## config.mk

```make
export PLATFORM = sky130hd
export DESIGN_NAME = mips_mem_arbiter_flat
export DESIGN_NICKNAME = d
export VERILOG_FILES = /design/src/rtl/mips_mem_arbiter_if.sv /design/src/rtl/mips_mem_arbiter.sv /design/src/flat_wrapper.sv
export SDC_FILE = /design/constraint.sdc
export NUM_CORES = 1
export LEC_CHECK = 0
export CAP_MARGIN = 40
export CORE_MARGIN = 3
export CORE_UTILIZATION = 44
export DETAILED_ROUTE_END_ITERATION = 10
export PLACE_DENSITY = 0.91
export SETUP_SLACK_MARGIN = 0.1
export SLEW_MARGIN = 10
export SYNTH_ARGS = -nofsm -noshare
export SYNTH_HDL_FRONTEND = slang
export SYNTH_SLANG_ARGS = --single-unit
```

## constraint.sdc

```tcl
create_clock -name clk -period 3.4 [get_ports clk]
set_clock_uncertainty 0.2 [all_clocks]
set_input_delay 0.34 -clock clk [delete_from_list [all_inputs] [get_ports clk]]
set_output_delay 0.34 -clock clk [all_outputs]
set_load 0.01 [all_outputs]
```

## src/rtl/mips_mem_arbiter_if.sv

```systemverilog
// RAM-side bus of the instruction/data memory arbiter: cs/ack handshake,
// registered address/write data from the arbiter, read data and ack from the RAM.
interface mips_mem_arbiter_if #(
    parameter int ADDR_WIDTH = 32,
    parameter int DATA_WIDTH = 32
);
    logic                  cs;
    logic                  we;
    logic [ADDR_WIDTH-1:0] addr;
    logic [DATA_WIDTH-1:0] din;
    logic [DATA_WIDTH-1:0] dout;
    logic                  ack;

    modport master (output cs, we, addr, din, input dout, ack);
    modport slave  (input cs, we, addr, din, output dout, ack);
endinterface

```

## src/rtl/mips_mem_arbiter.sv

```systemverilog
// Serializes instruction fetch and data access onto one single-port RAM (data first).
// Optional macro ARB_TIMEOUT_EN aborts accesses whose ram_ack never arrives.
module mips_mem_arbiter #(
    parameter int ADDR_WIDTH = 32,
    parameter int DATA_WIDTH = 32,
    parameter int TIMEOUT    = 255
) (
    input  logic                  clk,
    input  logic                  rst,
    input  logic                  inst_ren,
    input  logic [ADDR_WIDTH-1:0] inst_addr,
    output logic [DATA_WIDTH-1:0] inst_data,
    input  logic                  d_ren,
    input  logic                  d_wen,
    input  logic [ADDR_WIDTH-1:0] d_addr,
    input  logic [DATA_WIDTH-1:0] d_wdata,
    output logic [DATA_WIDTH-1:0] d_rdata,
    output logic                  stall,
    mips_mem_arbiter_if.master    ram,
    output logic                  err
);
    typedef enum logic [1:0] {IDLE, D_ACC, I_ACC} state_t;

    state_t state, state_nxt;
    logic   i_done, d_done;
    logic   i_pend, d_pend;
    logic   abort, finish;
    logic   load_d, load_i, set_d_done, set_i_done;
    logic [DATA_WIDTH-1:0] rd_word;

    assign i_pend = inst_ren & ~i_done;
    assign d_pend = (d_ren | d_wen) & ~d_done;

`ifdef ARB_TIMEOUT_EN
    localparam int CNT_W = ($clog2(TIMEOUT + 1) > 8) ? $clog2(TIMEOUT + 1) : 8;

    logic [CNT_W-1:0] tmo_cnt;

    // Abort on the cycle whose missing ack would bring the count up to TIMEOUT.
    assign abort = (state != IDLE) && !ram.ack && (tmo_cnt == CNT_W'(TIMEOUT - 1));

    always_ff @(posedge clk) begin
        if (rst)                tmo_cnt <= '0;
        else if (state == IDLE) tmo_cnt <= '0;
        else if (!ram.ack)      tmo_cnt <= tmo_cnt + 1'b1;
    end

    always_ff @(posedge clk) begin
        if (rst)        err <= 1'b0;
        else if (abort) err <= 1'b1;
    end
`else
    assign abort = 1'b0;
    assign err   = 1'b0;
`endif

    assign finish = (state != IDLE) && (ram.ack || abort);

    // NOTE: sequential state uses non-blocking assignments so every flop samples
    // pre-edge values regardless of process ordering.
    always_ff @(posedge clk) begin
        if (rst) state <= IDLE;
        else     state <= state_nxt;
    end

    // NOTE: every combinational output gets a default first, so no path leaves
    // it unassigned and no latch is inferred.
    always_comb begin
        state_nxt = state;
        case (state)
            IDLE: begin
                if (d_pend)      state_nxt = D_ACC;
                else if (i_pend) state_nxt = I_ACC;
            end
            D_ACC, I_ACC: if (finish) state_nxt = IDLE;
            default: state_nxt = IDLE;
        endcase
    end

    always_comb begin
        stall      = i_pend | d_pend;
        load_d     = (state == IDLE) && d_pend;
        load_i     = (state == IDLE) && !d_pend && i_pend;
        set_d_done = (state == D_ACC) && finish;
        set_i_done = (state == I_ACC) && finish;
        rd_word    = abort ? '1 : ram.dout;
    end

    always_ff @(posedge clk) begin
        if (rst) begin
            ram.cs    <= 1'b0;
            ram.we    <= 1'b0;
            ram.addr  <= '0;
            ram.din   <= '0;
            inst_data <= '0;
            d_rdata   <= '0;
            i_done    <= 1'b0;
            d_done    <= 1'b0;
        end else begin
            if (load_d) begin
                ram.addr <= d_addr;
                ram.din  <= d_wdata;
                ram.we   <= d_wen;
                ram.cs   <= 1'b1;
            end else if (load_i) begin
                ram.addr <= inst_addr;
                ram.we   <= 1'b0;
                ram.cs   <= 1'b1;
            end else if (finish) begin
                ram.cs <= 1'b0;
                ram.we <= 1'b0;
            end

            // ram.we still reflects the finishing access, so stores never touch d_rdata.
            if (set_d_done && !ram.we) d_rdata <= rd_word;
            if (set_i_done)            inst_data <= rd_word;

            // The core advances on any edge without stall; served ports start afresh.
            if (!stall) begin
                i_done <= 1'b0;
                d_done <= 1'b0;
            end else begin
                if (set_i_done) i_done <= 1'b1;
                if (set_d_done) d_done <= 1'b1;
            end
        end
    end
endmodule

```

## src/flat_wrapper.sv

```systemverilog
// flat-port wrapper written by rule: the top's interface ports become plain ports
module mips_mem_arbiter_flat 
#(
    parameter int ADDR_WIDTH = 32,
    parameter int DATA_WIDTH = 32,
    parameter int TIMEOUT    = 255
)
  (clk, rst, inst_ren, inst_addr, inst_data, d_ren, d_wen, d_addr, d_wdata, d_rdata, stall, err, ram_cs, ram_we, ram_addr, ram_din, ram_dout, ram_ack);
  mips_mem_arbiter_if #(.ADDR_WIDTH(ADDR_WIDTH), .DATA_WIDTH(DATA_WIDTH)) ram_i ();
  input  logic clk;
  input  logic rst;
  input  logic inst_ren;
  input  logic [ADDR_WIDTH-1:0] inst_addr;
  output logic [DATA_WIDTH-1:0] inst_data;
  input  logic d_ren;
  input  logic d_wen;
  input  logic [ADDR_WIDTH-1:0] d_addr;
  input  logic [DATA_WIDTH-1:0] d_wdata;
  output logic [DATA_WIDTH-1:0] d_rdata;
  output logic stall;
  output logic err;
  output wire logic [$bits(ram_i.cs)-1:0] ram_cs;
  output wire logic [$bits(ram_i.we)-1:0] ram_we;
  output wire logic [$bits(ram_i.addr)-1:0] ram_addr;
  output wire logic [$bits(ram_i.din)-1:0] ram_din;
  input wire logic [$bits(ram_i.dout)-1:0] ram_dout;
  input wire logic [$bits(ram_i.ack)-1:0] ram_ack;
  assign ram_cs = ram_i.cs;
  assign ram_we = ram_i.we;
  assign ram_addr = ram_i.addr;
  assign ram_din = ram_i.din;
  assign ram_i.dout = ram_dout;
  assign ram_i.ack = ram_ack;
  mips_mem_arbiter #(.ADDR_WIDTH(ADDR_WIDTH), .DATA_WIDTH(DATA_WIDTH), .TIMEOUT(TIMEOUT)) u_core (.clk(clk), .rst(rst), .inst_ren(inst_ren), .inst_addr(inst_addr), .inst_data(inst_data), .d_ren(d_ren), .d_wen(d_wen), .d_addr(d_addr), .d_wdata(d_wdata), .d_rdata(d_rdata), .stall(stall), .ram(ram_i), .err(err));
endmodule
```

==> flow_summary.json <==
{
  "ir_worst_vdd_v": 0.000393,
  "fp.dieW_um": 118,
  "wl_um": 17900,
  "fin_area_um2": 8770,
  "synth_area_leaders": "dfxtp_1, a21oi_1, nand2_1",
  "clock-sinks": 134,
  "grt_overflow": 0,
  "setup_tns_ns": 0,
  "power_density_nw_per_um2": 723,
  "num_rows": 40,
  "drive_gt1_frac": 0.0868,
  "numCtsBuffers": 17,
  "start_util": 0.455,
  "synth_warnings": 0,
  "period_share": 0.742,
  "synth_edf_count": 0,
  "insertion_delay_ns": 0.41,
  "grt_pass1_wl_um": 28100,
  "start_kind": "primary input",
  "synth_commonest_cells": "nand2_1, dfxtp_1, a21oi_1",
  "wire_per_inst_um": 16.8,
  "crit_start": "inst_ren",
  "async_flop_share": 0,
  "slew_viol_final": 0,
  "antenna_found_initial": 0,
  "crit_end": "stall",
  "cp.arrival_ns": 1.98,
  "pin_count": 266,
  "dp_hpwl_um": 12100,
  "place_inst": 1035,
  "end_kind": "output pin",
  "cts.path.max_buffers": 2,
  "grt_setup_unrepaired": "false",
  "crit_required_ns": 2.86,
  "ys.flop_type": "dfxtp_1",
  "grt_pass1_vias": 5592,
  "postCtsSetupRepairBufs": 0,
  "dr.pass1.iters": 5,
  "synthDominantCellAreaShare": 0.487,
  "track_usage": 0.251,
  "cts_tree": "built",
  "cellLeakagePower_nw": 3.06,
  "seq_area_frac_synth": 0.487,
  "dp_slack_ns": 0.898,
  "via_per_inst": 5.32,
  "vias": 5679,
  "coreArea_um2": 12100,
  "rr_endpoint": "u_core.state[0]",
  "drt_iter0_drc": 339,
  "die_y_um": 118,
  "reg2regPathDepth": 6,
  "nets": 1023,
  "fin_util": 0.724,
  "status": "finished, final reports clean",
  "syn_nets": 788,
  "die_area_um2": 13900,
  "area_growth_syn_to_layout_pct": 59.2,
  "io_buffers": 264,
  "ys_ff_latch": 134,
  "placed_cell_area_um2": 8130,
  "worstPathMaxFanout": 3,
  "postCtsHoldBufs": 0,
  "yosysTopAreaCell": "dfxtp_1",
  "fin_ws_ns": 0.876,
  "max_freq_mhz": 396,
  "rrSetupSlack_ns": 1.05,
  "tightest_slew_ns": 0.694,
  "setup_violations": 0,
  "r2r-start": "u_core.state[0]",
  "grt_max_degree": 66,
  "relSlewSlack": 0.537,
  "clk_pin_slew_ns": 0.06,
  "routabilityCongestion": 0.808,
  "worstHoldStart": "rst",
  "htree_num_levels": 4,
  "hold_class": "in2reg",
  "syn-instance-count": 651,
  "min_period_ns": 2.52,
  "synth_most_common_cell": "nand2_1",
  "crit_type": "in2out",
  "antenna_left": 0,
  "hold_violations": 0,
  "clockRootBuffer": "clkbuf_16",
  "ys_types": 33,
  "layout.cells.non_filler": 1067,
  "drcViolationCount": 0,
  "maxCapViolCount": 0,
  "synth_area_per_cell_um2": 8.46,
  "netlist_area_um2": 5510,
  "insertedDiodeCount": 0,
  "cts_resized": 0
}
critical path, stage by stage:
cell and delay [ns]:
clkdlybuf4s50_1 0.50, nor2b_1 0.34, nor2_1 0.15, inv_1 0.08, clkdlybuf4s50_1 0.57
sequential cells by signal, indices dropped and copies added (netlist names):
signal / cells
u_core.d_rdata: 32
u_core.inst_data: 32
u_core.ram.addr: 32
u_core.ram.din: 32
u_core.state: 2
u_core.d_done: 1
u_core.i_done: 1
u_core.ram.cs: 1
u_core.ram.we: 1
per-layer routing:
| metal | track usage | up-vias | wire, µm |
|---|---|---|---|
| li1 | - | 2704 | - |
| met1 | 0.267 | 2687 | 6810 |
| met2 | 0.443 | 255 | 8980 |
| met3 | 0.100 | 33 | 1700 |
| met4 | 0.0989 | 0 | 442 |
| met5 | 0 | - | 0 |
logic make-up after synthesis:
| logic type | synth area share |
|---|---|
| flip-flops | 0.487 |
| AO/OA/AOI/OAI | 0.258 |
| buffers and inverters | 0.0656 |
| adder cells (fa/ha/maj) | 0.00681 |
| AND/OR/NAND/NOR | 0.182 |
| other | 0.000681 |
per-stage QoR:
stage               total power [W]  hold WS [ns]
global placement            0.00434         0.241
detailed placement          0.00438         0.246
floorplan                   0.00341         0.276
finish                      0.00634         0.201
CTS                         0.00639         0.190
global route                0.00665         0.203
worst min-delay path by stage:
stage          cells past startpoint  slack [ns]                   end
3_3_place_gp                       2        0.24  u_core.inst_data[10]
2_1_floorplan                      2        0.28     u_core.d_rdata[0]
3_5_place_dp                       2        0.25     u_core.d_rdata[7]
5_1_grt                            2        0.20    u_core.d_rdata[16]
6_report                           2        0.20    u_core.d_rdata[16]
4_1_cts                            2        0.19  u_core.inst_data[19]
layout make-up:
cell class / count / area (µm²)
Clock buffer: 20 / 437
Clock inverter: 12 / 201
Fill cell: 907 / 3340
Inverter: 5 / 18.8
Multi-Input combinational cell: 451 / 2480
Sequential cell: 134 / 2680
Tap cell: 168 / 210
Timing Repair Buffer: 277 / 2740
where the power goes:
| group | internal [W] | total, W | leakage [nW] | switching (W) |
|---|---|---|---|---|
| Sequential | 0.00187 | 0.00202 | 1.09 | 0.000154 |
| Combinational | 0.00111 | 0.00234 | 1.66 | 0.00123 |
| Clock | 0.00130 | 0.00198 | 0.305 | 0.000682 |
layout by cell type (no fill, tap or decap), types with 3 or more instances in the layout:
| cell type | count |
|---|---|
| o32ai_2 | 29 |
| o21ai_0 | 34 |
| clkbuf_16 | 17 |
| nand2b_1 | 3 |
| clkbuf_1 | 3 |
| nor2_1 | 34 |
| nand3b_1 | 3 |
| bufinv_16 | 5 |
| a21oi_1 | 130 |
| inv_1 | 5 |
| buf_4 | 14 |
| nand3_1 | 33 |
| clkdlybuf4s50_1 | 263 |
| nand2_1 | 161 |
| dfxtp_1 | 134 |
| o32ai_1 | 3 |
(Power assumes the default switching activity.)
